## config.mk

```make
export PLATFORM = sky130hd
export DESIGN_NAME = rgb_to_yuv_encoder
export DESIGN_NICKNAME = d
export VERILOG_FILES = /design/src/rtl/rgb_to_yuv_encoder.sv
export SDC_FILE = /design/constraint.sdc
export NUM_CORES = 1
export LEC_CHECK = 0
export BUFFER_PORTS_ARGS = -buffer_cell sky130_fd_sc_hd__buf_4
export CAP_MARGIN = 30
export CELL_PAD_IN_SITES_DETAIL_PLACEMENT = 1
export CELL_PAD_IN_SITES_GLOBAL_PLACEMENT = 1
export CORE_UTILIZATION = 40
export CTS_CLUSTER_SIZE = 10
export DETAILED_ROUTE_END_ITERATION = 6
export GPL_TIMING_DRIVEN = 0
export HOLD_SLACK_MARGIN = 0.1
export PLACE_DENSITY_LB_ADDON = 0.3
export SYNTH_ARGS = -nofsm -noshare
export SYNTH_HDL_FRONTEND = slang
export SYNTH_SLANG_ARGS = --single-unit
```

## constraint.sdc

```tcl
create_clock -name CLOCK_50_I -period 12.6 [get_ports CLOCK_50_I]
set_clock_uncertainty 0.05 [all_clocks]
set_input_delay 0.63 -clock CLOCK_50_I [delete_from_list [all_inputs] [get_ports CLOCK_50_I]]
set_output_delay 0.63 -clock CLOCK_50_I [all_outputs]
set_load 0.01 [all_outputs]
```

## src/rtl/rgb_to_yuv_encoder.sv

```systemverilog
// Frame encoder: reads interleaved RGB pixels from SRAM in groups of four, converts them to BT.601
// studio-range Y plus pair-averaged U/V, and writes the planes back in the layout the decoder consumes.
module rgb_to_yuv_encoder #(
    parameter logic [17:0] RGB_BASE   = 18'd146944,
    parameter logic [17:0] Y_BASE     = 18'd0,
    parameter logic [17:0] U_BASE     = 18'd38400,
    parameter logic [17:0] V_BASE     = 18'd57600,
    parameter int          NUM_PIXELS = 76800
) (
    input  logic        CLOCK_50_I,
    input  logic        Resetn,
    input  logic        start,
    input  logic [15:0] SRAM_read_data,
    output logic [17:0] SRAM_address,
    output logic [15:0] SRAM_write_data,
    output logic        SRAM_we_n,
    output logic        busy,
    output logic        done
);

    localparam logic [2:0] S_IDLE = 3'd0;
    localparam logic [2:0] S_RD   = 3'd1;
    localparam logic [2:0] S_CALC = 3'd2;
    localparam logic [2:0] S_WY0  = 3'd3;
    localparam logic [2:0] S_WY1  = 3'd4;
    localparam logic [2:0] S_WU   = 3'd5;
    localparam logic [2:0] S_WV   = 3'd6;
    localparam logic [2:0] S_DONE = 3'd7;

    // Y pointer value at the start of the final group.
    localparam logic [17:0] Y_LAST = Y_BASE + 18'(NUM_PIXELS / 2 - 2);

    function automatic logic signed [31:0] zext8(input logic [7:0] b);
        return $signed({24'd0, b});
    endfunction

    function automatic logic [7:0] clamp_u8(input logic signed [31:0] v);
        logic [7:0] r;
        if (v < 32'sd0) begin
            r = 8'd0;
        end else if (v > 32'sd255) begin
            r = 8'd255;
        end else begin
            r = v[7:0];
        end
        return r;
    endfunction

    logic [2:0]  state_q, state_d;
    logic [2:0]  rd_cnt_q, rd_cnt_d;
    logic [2:0]  calc_cnt_q, calc_cnt_d;
    logic [17:0] rgb_ptr_q, rgb_ptr_d;
    logic [17:0] y_ptr_q, y_ptr_d;
    logic [17:0] u_ptr_q, u_ptr_d;
    logic [17:0] v_ptr_q, v_ptr_d;
    logic [17:0] addr_q, addr_d;
    logic [15:0] wdata_q, wdata_d;
    logic        we_n_q, we_n_d;
    logic        busy_q, busy_d;
    logic        done_q, done_d;

    logic        rd_p1_q, rd_p2_q;
    logic [2:0]  cap_idx_q;
    logic [15:0] w_q [0:5];
    logic [7:0]  y_q [0:3];
    logic [7:0]  u_q [0:1];
    logic [7:0]  v_q [0:1];

    logic [7:0]  px_r_s [0:3];
    logic [7:0]  px_g_s [0:3];
    logic [7:0]  px_b_s [0:3];
    logic [1:0]  pix_idx_s;
    logic        pair_idx_s;
    logic        is_uv_s;
    logic signed [31:0] op_a_s, op_b_s, op_c_s;
    logic signed [31:0] k_a_s, k_b_s, k_c_s;
    logic signed [31:0] sum_s, res_s;
    logic [7:0]  res8_s;

    assign SRAM_address    = addr_q;
    assign SRAM_write_data = wdata_q;
    assign SRAM_we_n       = we_n_q;
    assign busy            = busy_q;
    assign done            = done_q;

    // Unpack the six captured words {R0,G0},{B0,R1},{G1,B1},{R2,G2},{B2,R3},{G3,B3} into pixels.
    always_comb begin
        px_r_s[0] = w_q[0][15:8];
        px_g_s[0] = w_q[0][7:0];
        px_b_s[0] = w_q[1][15:8];
        px_r_s[1] = w_q[1][7:0];
        px_g_s[1] = w_q[2][15:8];
        px_b_s[1] = w_q[2][7:0];
        px_r_s[2] = w_q[3][15:8];
        px_g_s[2] = w_q[3][7:0];
        px_b_s[2] = w_q[4][15:8];
        px_r_s[3] = w_q[4][7:0];
        px_g_s[3] = w_q[5][15:8];
        px_b_s[3] = w_q[5][7:0];
    end

    // Calc step order: Y p0, Y p1, U pair0, V pair0, Y p2, Y p3, U pair1, V pair1.
    // This follows data arrival so the last word is not needed before step 5.
    always_comb begin
        pix_idx_s  = {calc_cnt_q[2], calc_cnt_q[0]};
        pair_idx_s = calc_cnt_q[2];
        is_uv_s    = calc_cnt_q[1];
        op_a_s     = 32'sd0;
        op_b_s     = 32'sd0;
        op_c_s     = 32'sd0;
        k_a_s      = 32'sd66;
        k_b_s      = 32'sd129;
        k_c_s      = 32'sd25;
        if (!is_uv_s) begin
            op_a_s = zext8(px_r_s[pix_idx_s]);
            op_b_s = zext8(px_g_s[pix_idx_s]);
            op_c_s = zext8(px_b_s[pix_idx_s]);
        end else begin
            op_a_s = zext8(px_r_s[{pair_idx_s, 1'b0}]) + zext8(px_r_s[{pair_idx_s, 1'b1}]);
            op_b_s = zext8(px_g_s[{pair_idx_s, 1'b0}]) + zext8(px_g_s[{pair_idx_s, 1'b1}]);
            op_c_s = zext8(px_b_s[{pair_idx_s, 1'b0}]) + zext8(px_b_s[{pair_idx_s, 1'b1}]);
            if (!calc_cnt_q[0]) begin
                k_a_s = -32'sd38;
                k_b_s = -32'sd74;
                k_c_s = 32'sd112;
            end else begin
                k_a_s = 32'sd112;
                k_b_s = -32'sd94;
                k_c_s = -32'sd18;
            end
        end
    end

    // Three shared multipliers, rounding, scaling and clamping.
    always_comb begin
        if (is_uv_s) begin
            sum_s = op_a_s * k_a_s + op_b_s * k_b_s + op_c_s * k_c_s + 32'sd256;
            res_s = (sum_s >>> 9) + 32'sd128;
        end else begin
            sum_s = op_a_s * k_a_s + op_b_s * k_b_s + op_c_s * k_c_s + 32'sd128;
            res_s = (sum_s >>> 8) + 32'sd16;
        end
        res8_s = clamp_u8(res_s);
    end

    // Read-return pipeline: marks the cycle in which each issued read's data is on the bus.
    always_ff @(posedge CLOCK_50_I or negedge Resetn) begin
        if (!Resetn) begin
            rd_p1_q <= 1'b0;
            rd_p2_q <= 1'b0;
        end else begin
            rd_p1_q <= (state_q == S_RD);
            rd_p2_q <= rd_p1_q;
        end
    end

    // Capture returning RGB words in issue order.
    always_ff @(posedge CLOCK_50_I or negedge Resetn) begin
        if (!Resetn) begin
            cap_idx_q <= 3'd0;
            for (int i = 0; i < 6; i++) begin
                w_q[i] <= 16'd0;
            end
        end else if (rd_p2_q) begin
            w_q[cap_idx_q] <= SRAM_read_data;
            cap_idx_q      <= (cap_idx_q == 3'd5) ? 3'd0 : cap_idx_q + 3'd1;
        end else begin
            cap_idx_q <= cap_idx_q;
        end
    end

    // Store one converted sample per calc step.
    always_ff @(posedge CLOCK_50_I or negedge Resetn) begin
        if (!Resetn) begin
            for (int i = 0; i < 4; i++) begin
                y_q[i] <= 8'd0;
            end
            for (int i = 0; i < 2; i++) begin
                u_q[i] <= 8'd0;
                v_q[i] <= 8'd0;
            end
        end else if (state_q == S_CALC) begin
            if (!is_uv_s) begin
                y_q[pix_idx_s] <= res8_s;
            end else if (!calc_cnt_q[0]) begin
                u_q[pair_idx_s] <= res8_s;
            end else begin
                v_q[pair_idx_s] <= res8_s;
            end
        end else begin
            y_q[0] <= y_q[0];
        end
    end

    // Sequencer next-state: reads, calc, then the four plane writes of each group.
    always_comb begin
        state_d    = state_q;
        rd_cnt_d   = rd_cnt_q;
        calc_cnt_d = calc_cnt_q;
        rgb_ptr_d  = rgb_ptr_q;
        y_ptr_d    = y_ptr_q;
        u_ptr_d    = u_ptr_q;
        v_ptr_d    = v_ptr_q;
        addr_d     = addr_q;
        wdata_d    = wdata_q;
        we_n_d     = 1'b1;
        busy_d     = busy_q;
        done_d     = 1'b0;
        case (state_q)
            S_IDLE: begin
                if (start) begin
                    state_d   = S_RD;
                    busy_d    = 1'b1;
                    rd_cnt_d  = 3'd0;
                    rgb_ptr_d = RGB_BASE;
                    y_ptr_d   = Y_BASE;
                    u_ptr_d   = U_BASE;
                    v_ptr_d   = V_BASE;
                    addr_d    = RGB_BASE;
                end else begin
                    state_d = S_IDLE;
                end
            end
            S_RD: begin
                if (rd_cnt_q == 3'd5) begin
                    state_d    = S_CALC;
                    calc_cnt_d = 3'd0;
                    rgb_ptr_d  = rgb_ptr_q + 18'd6;
                end else begin
                    rd_cnt_d = rd_cnt_q + 3'd1;
                    addr_d   = rgb_ptr_q + 18'(rd_cnt_q) + 18'd1;
                end
            end
            S_CALC: begin
                if (calc_cnt_q == 3'd7) begin
                    state_d = S_WY0;
                    addr_d  = y_ptr_q;
                    wdata_d = {y_q[0], y_q[1]};
                    we_n_d  = 1'b0;
                end else begin
                    calc_cnt_d = calc_cnt_q + 3'd1;
                end
            end
            S_WY0: begin
                state_d = S_WY1;
                addr_d  = y_ptr_q + 18'd1;
                wdata_d = {y_q[2], y_q[3]};
                we_n_d  = 1'b0;
            end
            S_WY1: begin
                state_d = S_WU;
                addr_d  = u_ptr_q;
                wdata_d = {u_q[0], u_q[1]};
                we_n_d  = 1'b0;
            end
            S_WU: begin
                state_d = S_WV;
                addr_d  = v_ptr_q;
                wdata_d = {v_q[0], v_q[1]};
                we_n_d  = 1'b0;
            end
            S_WV: begin
                y_ptr_d = y_ptr_q + 18'd2;
                u_ptr_d = u_ptr_q + 18'd1;
                v_ptr_d = v_ptr_q + 18'd1;
                if (y_ptr_q == Y_LAST) begin
                    state_d = S_DONE;
                    done_d  = 1'b1;
                    busy_d  = 1'b0;
                end else begin
                    state_d  = S_RD;
                    rd_cnt_d = 3'd0;
                    addr_d   = rgb_ptr_q;
                end
            end
            S_DONE: begin
                state_d = S_IDLE;
            end
            default: begin
                state_d = S_IDLE;
                busy_d  = 1'b0;
            end
        endcase
    end

    // Sequencer and registered SRAM-side outputs.
    always_ff @(posedge CLOCK_50_I or negedge Resetn) begin
        if (!Resetn) begin
            state_q    <= S_IDLE;
            rd_cnt_q   <= 3'd0;
            calc_cnt_q <= 3'd0;
            rgb_ptr_q  <= RGB_BASE;
            y_ptr_q    <= Y_BASE;
            u_ptr_q    <= U_BASE;
            v_ptr_q    <= V_BASE;
            addr_q     <= 18'd0;
            wdata_q    <= 16'd0;
            we_n_q     <= 1'b1;
            busy_q     <= 1'b0;
            done_q     <= 1'b0;
        end else begin
            state_q    <= state_d;
            rd_cnt_q   <= rd_cnt_d;
            calc_cnt_q <= calc_cnt_d;
            rgb_ptr_q  <= rgb_ptr_d;
            y_ptr_q    <= y_ptr_d;
            u_ptr_q    <= u_ptr_d;
            v_ptr_q    <= v_ptr_d;
            addr_q     <= addr_d;
            wdata_q    <= wdata_d;
            we_n_q     <= we_n_d;
            busy_q     <= busy_d;
            done_q     <= done_d;
        end
    end

endmodule

```

---- Word level (Yosys, flattened, before mapping) ----
Cells that the tools add are included.
cells by class
  bitwise operators ....................... 7
  mux-type cells .......................... 84
  magnitude comparators ................... 10
  $mul .................................... 3
  equal/unequal tests ..................... 18
  add/sub/neg operators ................... 19
  reduce and logical (&&, ||, !) cells .... 22
operators by type and width
  operator                                                     number
  two-way mux 32 bit                                           6
  two-way mux 8 bit                                            22
  binary-select mux 8 bit (select 2 bit)                       9
  two-way mux 18 bit                                           8
  case mux 18 bit (2 select lines)                             4
  case mux 18 bit (7 select lines)                             1
  bitwise mux 96 bit                                           1
  multiplier 32 x 32 -> 32 bit                                 3
  adder 18 x 1 -> 18 bit, second input constant                4
  adder 32 bit                                                 2
  case mux 16 bit (4 select lines)                             1
  demux 16 bit (select 3 bit)                                  1
  adder 32 x 10 -> 32 bit, second input constant               1
  adder 32 x 9 -> 32 bit, second input constant                1
  bitwise mux 16 bit                                           2
  bitwise mux 32 bit                                           1
  > comparator 32 x 9 -> 1 bit, second input constant          1
  less-than comparator 32 x 1 -> 1 bit, second input constant  1
  two-way mux 16 bit                                           2
  adder 8 x 8 -> 9 bit                                         3
  two-way mux 3 bit                                            9
  two-way mux 9 bit                                            3
  adder 24 x 6 -> 25 bit, second input constant                1
  adder 23 x 9 -> 24 bit, second input constant                1
  39 further kinds                                             75
word-level totals
  output and inout bits ................... 37
  input bits .............................. 19
  register bits ........................... 283
  logic and storage cells ................. 192

---- Depth between registers and ports, before layout ----
Gate-level depths: netlist of run 1.
  word-level depth ........................ 16
  mapped depth ............................ 56

---- Worst setup path before layout of run 1 ----
Ideal clock, no wire load.
  kind .................................... register to register
  start ................................... register calc_cnt_q[2]
  end ..................................... register v_q[12] in the netlist's numbering
  setup time .............................. 79 ps
  cell stages (with the launch flop) ...... 50
  path slack .............................. -211 ps
  required time ........................... 12,471 ps
  data arrival time ....................... 12,682 ps
  buffers on the path ..................... 7
  cell sequence ........................... dfrtp_1 -> buf_6 -> clkbuf_1 -> clkbuf_1 -> clkbuf_1 -> mux2_2 -> ha_1 -> a21o_1 -> a21o_1 -> a21oi_1 -> o21bai_1 -> a21oi_1 -> xnor2_1 -> nand2_1 -> inv_1 -> or2_2 -> and2_1 -> ha_1 -> [14 not listed] -> nand2_1 -> inv_1 -> ha_1 -> nand2_1 -> nor3_1 -> nand4_1 -> clkbuf_1 -> nor2_1 -> xor2_1 -> ha_1 -> nand2_1 -> or4_1 -> a22oi_1 -> o21ai_1 -> o211a_2 -> a2111oi_2 -> mux2i_1 -> o21ai_1
on the way
  cells in the longest elaborated chain, start to end .. 16
  elaborated cells between the ends (all ways) .. 57
  those cells by class .................... add/sub (9); mul (3); order compare (4); mux (36); bitwise (4); reduce/logical (1)
ends and longest elaborated chain
  what                                                                      line           source
  from (decl)                                                               51             logic [2:0] calc_cnt_q, calc_cnt_d;
  from (signal assigned)                                                    304            calc_cnt_q <= calc_cnt_d;
  NOT 2 -> 3 bit (not written as such)                                      119, 120, 121
  binary-select mux 8 bit (select 2 bit) (on tied branches)                 119, 120
  two-way mux 8 bit (on tied branches) (2 in a row)                         119, 120
  adder 8 x 8 -> 9 bit (on tied branches)                                   119, 120
  two-way mux 9 bit                                                         114            if (!is_uv_s) begin
  multiplier 32 x 32 -> 32 bit                                              137, 140
  adder 32 bit (2 in a row)                                                 137, 140
  adder 32 x 9 -> 32 bit / adder 32 x 10 -> 32 bit (equally long branches)  140, 137
  adder 24 x 6 -> 25 bit / adder 23 x 9 -> 24 bit (equally long branches)   141, 138
  two-way mux 32 bit                                                        136            if (is_uv_s) begin
  > comparator 32 x 9 -> 1 bit                                              41             end else if (v > 32'sd255) begin
  two-way mux 8 bit                                                         41
  two-way mux 8 bit                                                         39             if (v < 32'sd0) begin
  bitwise mux 16 bit (*)                                                    188            v_q[pair_idx_s] <= res8_s;
  to (signal, indexed assignment)                                           188
  to (decl)                                                                 67             logic [7:0] v_q [0:1];
Mark *: on every way between the ends. The rest lies on a longest branch, timed or not. The select of a mux whose other input is x is not followed.
A chain may end at the register's enable or synchronous reset.

---- Worst setup path in the final report of run 1 ----
  start ................................... register calc_cnt_q[2]
  end ..................................... register u_q[12] in the netlist's numbering
on the way
  cells in the longest elaborated chain, start to end .. 16
  elaborated cells between the ends (all ways) .. 57
  those cells by class .................... add/sub (9); mul (3); order compare (4); mux (36); bitwise (4); reduce/logical (1)
ends and longest elaborated chain
  what                                                                      line           source
  NOT 2 -> 3 bit (not written as such)                                      119, 120, 121
  binary-select mux 8 bit (select 2 bit) (on tied branches)                 119, 120
  two-way mux 8 bit (on tied branches) (2 in a row)                         119, 120
  adder 8 x 8 -> 9 bit (on tied branches)                                   119, 120
  two-way mux 9 bit                                                         114
  multiplier 32 x 32 -> 32 bit                                              137, 140
  adder 32 bit (2 in a row)                                                 137, 140
  adder 32 x 9 -> 32 bit / adder 32 x 10 -> 32 bit (equally long branches)  140, 137
  adder 24 x 6 -> 25 bit / adder 23 x 9 -> 24 bit (equally long branches)   141, 138
  two-way mux 32 bit                                                        136
  > comparator 32 x 9 -> 1 bit                                              41
  two-way mux 8 bit                                                         41
  two-way mux 8 bit                                                         39
  bitwise mux 16 bit (*)                                                    186            u_q[pair_idx_s] <= res8_s;
  to (signal, indexed assignment)                                           186
  to (decl)                                                                 66             logic [7:0] u_q [0:1];
Marks and branches as above.

==> results of run 1 <==
## worst max-delay path by stage
stage,to,slack (ns)
finish,u_q[12],0.43
global route,v_q[8],-0.02
CTS,u_q[8],0.02
detailed placement,y_q[7],-3.12
global placement,u_q[3],-3.06
floorplan,u_q[0],0.1
## worst max-delay path: cells and delay by family (launching register included)
family / cells / cell delay [ns]
and+or+nand+nor: 10 / 2.25
adders and majority gates: 11 / 4.55
muxes: 2 / 0.46
buffers and inverters: 13 / 1.82
AOI/OAI and AO/OA: 12 / 2.22
DFF: 1 / 0.40
xor gates and xnor gates: 2 / 0.31
## stage by stage
stage | hold WS [ns] | setup TNS [ns] | utilization [%] | setup slack (ns)
floorplan | 0.281 | 0 | - | 0.0970
global placement | 0.288 | -182.64 | 42.7 | -3.06
detailed placement | 0.289 | -190.55 | 42.9 | -3.12
CTS | 0.295 | 0 | 45.5 | 0.0205
global route | 0.320 | -0.180 | 46.4 | -0.0216
finish | 0.294 | 0 | 46.4 | 0.428
## state kept, by name (all words and copies together), names as in the netlist, 3 cells and up
name             flops
SRAM_address        18
SRAM_write_data     16
calc_cnt_q           3
cap_idx_q            3
px_b_s              32
px_g_s              32
px_r_s              32
rd_cnt_q             3
rgb_ptr_q           17
state_q              3
u_ptr_q             18
u_q                 16
v_ptr_q             18
v_q                 16
y_ptr_q             17
y_q                 32
## synthesized netlist by cell type (17+ instances only)
| cell | n |
|---|---|
| a21o_1 | 33 |
| and2_1 | 28 |
| o21ai_1 | 61 |
| clkbuf_1 | 81 |
| ha_1 | 167 |
| fa_1 | 247 |
| nand2b_1 | 21 |
| xnor2_1 | 49 |
| or3_1 | 23 |
| and3_1 | 19 |
| nand4_1 | 39 |
| a21oi_1 | 110 |
| xor2_1 | 34 |
| nand3_1 | 90 |
| nor3_1 | 44 |
| mux2_2 | 137 |
| mux2i_1 | 123 |
| nand2_1 | 184 |
| a211oi_1 | 17 |
| dfrtp_1 | 266 |
| o211ai_1 | 24 |
| o21ai_0 | 97 |
| nor2b_1 | 24 |
| a221oi_1 | 22 |
| inv_1 | 404 |
| nor2_1 | 166 |
## kinds of logic after synthesis
group | Yosys count
buf+inv | 523
xor+xnor | 84
compound gates | 486
simple gates | 707
mux | 266
flops | 281
other cells | 2
fa+ha+maj | 414
## timing repair
| action | 4_1_cts | 5_1_grt |
|---|---|---|
| pin swaps | 21 | 31 |
| buffers inserted | 26 | 28 |
| hold buffers | 1 | 0 |
| endpoints found under the setup margin | 64 | 64 |
| endpoints found under the hold margin | 53 | 0 |
| gates resized for setup | 99 | 98 |
## cell type report
class / instances / area (um^2)
well taps: 864 / 1080
fillers: 7491 / 35200
repair buffers: 124 / 1030
flip-flops and latches: 281 / 7050
clock inverters: 5 / 68.8
clock buffers: 55 / 951
multi-input cells: 1961 / 18100
inverters: 408 / 1530
plain buffers: 106 / 613
## routing by layer
layer,GRT usage (%),up-vias,share of wire [%]
met5,0,-,0
met4,5.46,0,1.8
met3,2.15,81,2.5
met2,43.3,304,49
met1,34.6,10900,46
li1,-,9681,-
==> metrics.yaml, run 1 <==
clock_network:
  numCtsBuffers: 35
  clk_path_buf_depth: 3
  insertion_delay_ns: 0.57
  cts.sinks: 281
  cts_root_buffer: "clkbuf_16"
  cts_tree: "yes"
  clkTransAtPathRegs_ns: 0.06
  h-tree-depth: 2
logic_synthesis:
  synth_top_cells_by_area: "dfrtp_1, fa_1, ha_1"
  synth_top_area_share_pct: 25.1
  avgSynthCellArea_um2: 9.59
  synth_area_um2: 26500
  synthXorXnorAreaFrac_pct: 2.83
  ys_seq_area_share_pct: 26.6
  synth_seq_cells: 281
  synth-adder-area-share_pct: 26.5
  synth_edf_count: 0
  synth_top_area_cell: "dfrtp_1"
  synth_compound_area_share_pct: 12.1
  synth_flop_cell: "dfrtp_1"
  syn_inst: 2763
  synth_cell_types: 100
  synthMuxAreaShare_pct: 10.9
  synthArstFlopShare_pct: 100
  yosys_warnings: 0
  synthSimpleGateAreaFrac_pct: 13.3
  synth_top_family_by_area: "adder cells"
sta:
  report.final.slew_viol_count: 0
  hold_viol_final: 0
  setup_violations: 0
  worst_pin_slew_ns: 1.10
  relSlewSlack_pct: 26.8
  min_period_ns: 12.17
  fmax_mhz: 82.2
  fin_crit_sh_pct: 96.6
placement:
  postPlaceCellArea_um2: 28100
  place.gp.congestion: 0.908
  dp_cells: 3696
  io_buffers: 55
  dp_hpwl_um: 65800
critical_path:
  worstReg2RegStart: "calc_cnt_q[2]"
  criticalPathCategory: "register to register"
  critPathCaptureType: "register"
  reg2reg_depth: 50
  worstReg2RegEnd: "u_q[12]"
  cpPeakStageDelay_ns: 0.61
  critPathLaunch: "calc_cnt_q[2]"
  cp.arrival_ns: 12.60
  critPathMaxFanout: 10
  startpoint_type: "register"
  crit_required_ns: 13.03
  crit_slowest_cell: "fa_2"
  r2r_slack_ns: 0.43
drt:
  routedWlPerCell_um: 21.9
  drtAntennaViolNets: 0
  drtIter0Drc: 1033
  drt-total-wl_um: 83200
  drc: 0
  vias: 21000
  dr.pass1.iters: 4
  drt-vias-per-instance: 5.52
cells_and_area:
  final_cell_mix: "inv_1, dfrtp_1, fa_1, nand2_1, nor2_1"
  antenna_cells: 0
  nets: 3350
  drive_gt1_share_pct: 17.5
  layout.cells.non_filler: 3804
  final_common_cell: "inv_1"
  syn_to_final_growth_pct: 14.9
  stdcell_area_um2: 30500
floorplanning:
  fp.dieW_um: 259
  fp.coreArea_um2: 65600
  dieArea_um2: 67300
  io_pins: 56
  core.rowCount: 94
  start_util_pct: 40.4
  die_y_um: 259
global_route:
  grt_overflow_total: 0
  grt_pass1_wl_um: 133000
  grt_max_degree: 124
  grt_usage_pct: 25.2
  first_global_vias: 23000
  grt_antenna_before_repair: 0
hold_path:
  min-delay-start: "rd_p1_q"
  worstHoldPathCells: 0
  holdPathEnd: "rd_p2_q"
  min-delay-path-class: "register to register"
run_status:
  status: "finished, final reports clean"
job:
  drv_cap: 0
Power of run 1 is left out: the tool's default activity adds up to more than one toggle a clock period on the data nets, which glitch-free logic cannot reach.
==> run 2: changes to the inputs <==
--- a/config.mk
+++ b/config.mk
@@ -9,7 +9,7 @@
 export CAP_MARGIN = 30
 export CELL_PAD_IN_SITES_DETAIL_PLACEMENT = 1
 export CELL_PAD_IN_SITES_GLOBAL_PLACEMENT = 1
-export CORE_UTILIZATION = 40
+export CORE_UTILIZATION = 46
 export CTS_CLUSTER_SIZE = 10
 export DETAILED_ROUTE_END_ITERATION = 6
 export GPL_TIMING_DRIVEN = 0
==> run 2 against run 1 <==
  * Flip-flop and latch count did not move
  * Die area fell by 13%
  * Wire length rose by 1.7%
  * Critical path depth rose by 1
  * Count of clock-buffer cells in the layout fell by 1
  * Non-clock buffer count rose by 22
  * Design area rose by 0.88%
  * Utilization rose by 7.8 points
  * Critical path type unchanged
  * Critical endpoint is now y_q[28]
==> metrics.yaml, run 2 (same netlist as run 1, synthesis figures left out) <==
drt:
  drt-total-wl_um: 84600
  drtAntennaViolNets: 0
  drt-vias-per-instance: 5.81
  drc: 0
  vias: 21600
  routedWlPerCell_um: 22.8
  drtIter0Drc: 1282
  dr.pass1.iters: 7
sta:
  worst_pin_slew_ns: 1.02
  relSlewSlack_pct: 31.7
  min_period_ns: 12.34
  setup_slack_ns: 0.262
  tns_ns: 0
  setup_violations: 0
  fin_crit_sh_pct: 97.9
  hold_viol_final: 0
  fmax_mhz: 81.1
  report.final.slew_viol_count: 0
floorplanning:
  io_pins: 56
  fp.coreArea_um2: 56700
  fp.dieW_um: 242
  dieArea_um2: 58600
  die_y_um: 242
  core.rowCount: 87
  start_util_pct: 46.7
placement:
  dp_hpwl_um: 64900
  place.gp.congestion: 0.923
  dp_slack_ns: -3.10
  io_buffers: 55
critical_path:
  crit_family: "adder cells"
  worstReg2RegEnd: "y_q[28]"
  critPathCaptureType: "register"
  cp.arrival_ns: 12.75
  reg2reg_depth: 51
  critPathMaxFanout: 10
  crit_required_ns: 13.02
  startpoint_type: "register"
  criticalPathCategory: "register to register"
  r2r_slack_ns: 0.26
  crit_slowest_cell: "fa_1"
  path_common_cell: "fa_1"
  cpPeakStageDelay_ns: 0.62
  worstReg2RegStart: "calc_cnt_q[2]"
  path_buf_inv: 13
clock_network:
  cts.sinks: 281
  clkTransAtPathRegs_ns: 0.06
  h-tree-depth: 2
  numCtsBuffers: 34
  insertion_delay_ns: 0.54
  clk_path_buf_depth: 3
  cts_root_buffer: "clkbuf_16"
  cts_tree: "yes"
cells_and_area:
  syn_to_final_growth_pct: 15.9
  nets: 3371
  seq_area_um2: 7050
  final_cell_mix: "inv_1, dfrtp_1, fa_1, nand2_1, nor2_1"
  final_common_cell: "inv_1"
  antenna_cells: 0
  n_fill_cell: 6272
  drive_gt1_share_pct: 19.0
  multi_input_area_um2: 18300
global_route:
  grt_usage_pct: 28.8
  grt_antenna_before_repair: 0
  grt_overflow_total: 0
  grt_pass1_wl_um: 134000
  first_global_vias: 23500
  grt_max_degree: 126
hold_path:
  worstHoldPathCells: 0
  min-delay-path-class: "register to register"
  min-delay-start: "rd_p1_q"
  holdPathEnd: "rd_p2_q"
run_status:
  status: "finished, final reports clean"
job:
  drv_cap: 0
run 2: routing by layer:
metal	track usage (%)	vias up	wire length, um
li1	-	9743	-
met1	39.1	11300	37700
met2	49.5	458	41700
met3	2.47	126	3030
met4	7.69	0	2190
met5	0	-	0
run 2: cell type report:
cell class | instances | area share [%]
well taps | 756 | 3.08
clock buffers | 54 | 3.05
flip-flops and latches | 281 | 23.0
clock inverters | 4 | 0.126
plain buffers | 105 | 2.05
inverters | 408 | 4.99
repair buffers | 147 | 4.13
multi-input cells | 1961 | 59.6
run 2: worst max path at each step:
stage	startpoint	endpoint	slack, ns	cells past startpoint
4_1_cts	calc_cnt_q[2]	y_q[13]	0.01	49
5_1_grt	calc_cnt_q[2]	y_q[25]	-0.15	57
6_report	calc_cnt_q[2]	y_q[28]	0.26	51
3_3_place_gp	calc_cnt_q[2]	u_q[3]	-2.99	49
3_5_place_dp	calc_cnt_q[2]	y_q[24]	-3.10	49
2_1_floorplan	calc_cnt_q[2]	u_q[0]	0.1	50
run 2: timing repair:
item | in CTS | in global routing
pin swaps | 28 | 56
endpoints found under the hold margin | 32 | 0
endpoints found under the setup margin | 64 | 64
hold buffers | 1 | 0
cloned | 0 | 1
resized for setup | 108 | 131
buffers inserted | 27 | 49
run 2: per-stage QoR:
stage	instances	area (um^2)	hold slack, ns	utilization, %
after floorplan	2765	26500	0.281	-
after global placement	3576	27900	0.291	49.2
after detailed placement	3588	28000	0.286	49.4
after CTS	3669	29700	0.298	52.4
after global routing	3716	30700	0.309	54.2
final	3716	30700	0.296	54.2
run 2: worst register-to-register path: cells and delay by family, from the launching register on:
| family | cells | cell delay (ns) |
|---|---|---|
| multiplexers | 2 | 0.34 |
| adder cells (fa/ha/maj) | 11 | 4.69 |
| AND/OR/NAND/NOR | 11 | 2.20 |
| buffers and inverters | 13 | 1.60 |
| flip-flops | 1 | 0.40 |
| XOR/XNOR | 2 | 0.32 |
| AO/OA/AOI/OAI | 12 | 2.66 |
Power of run 2 is left out for the same reason.
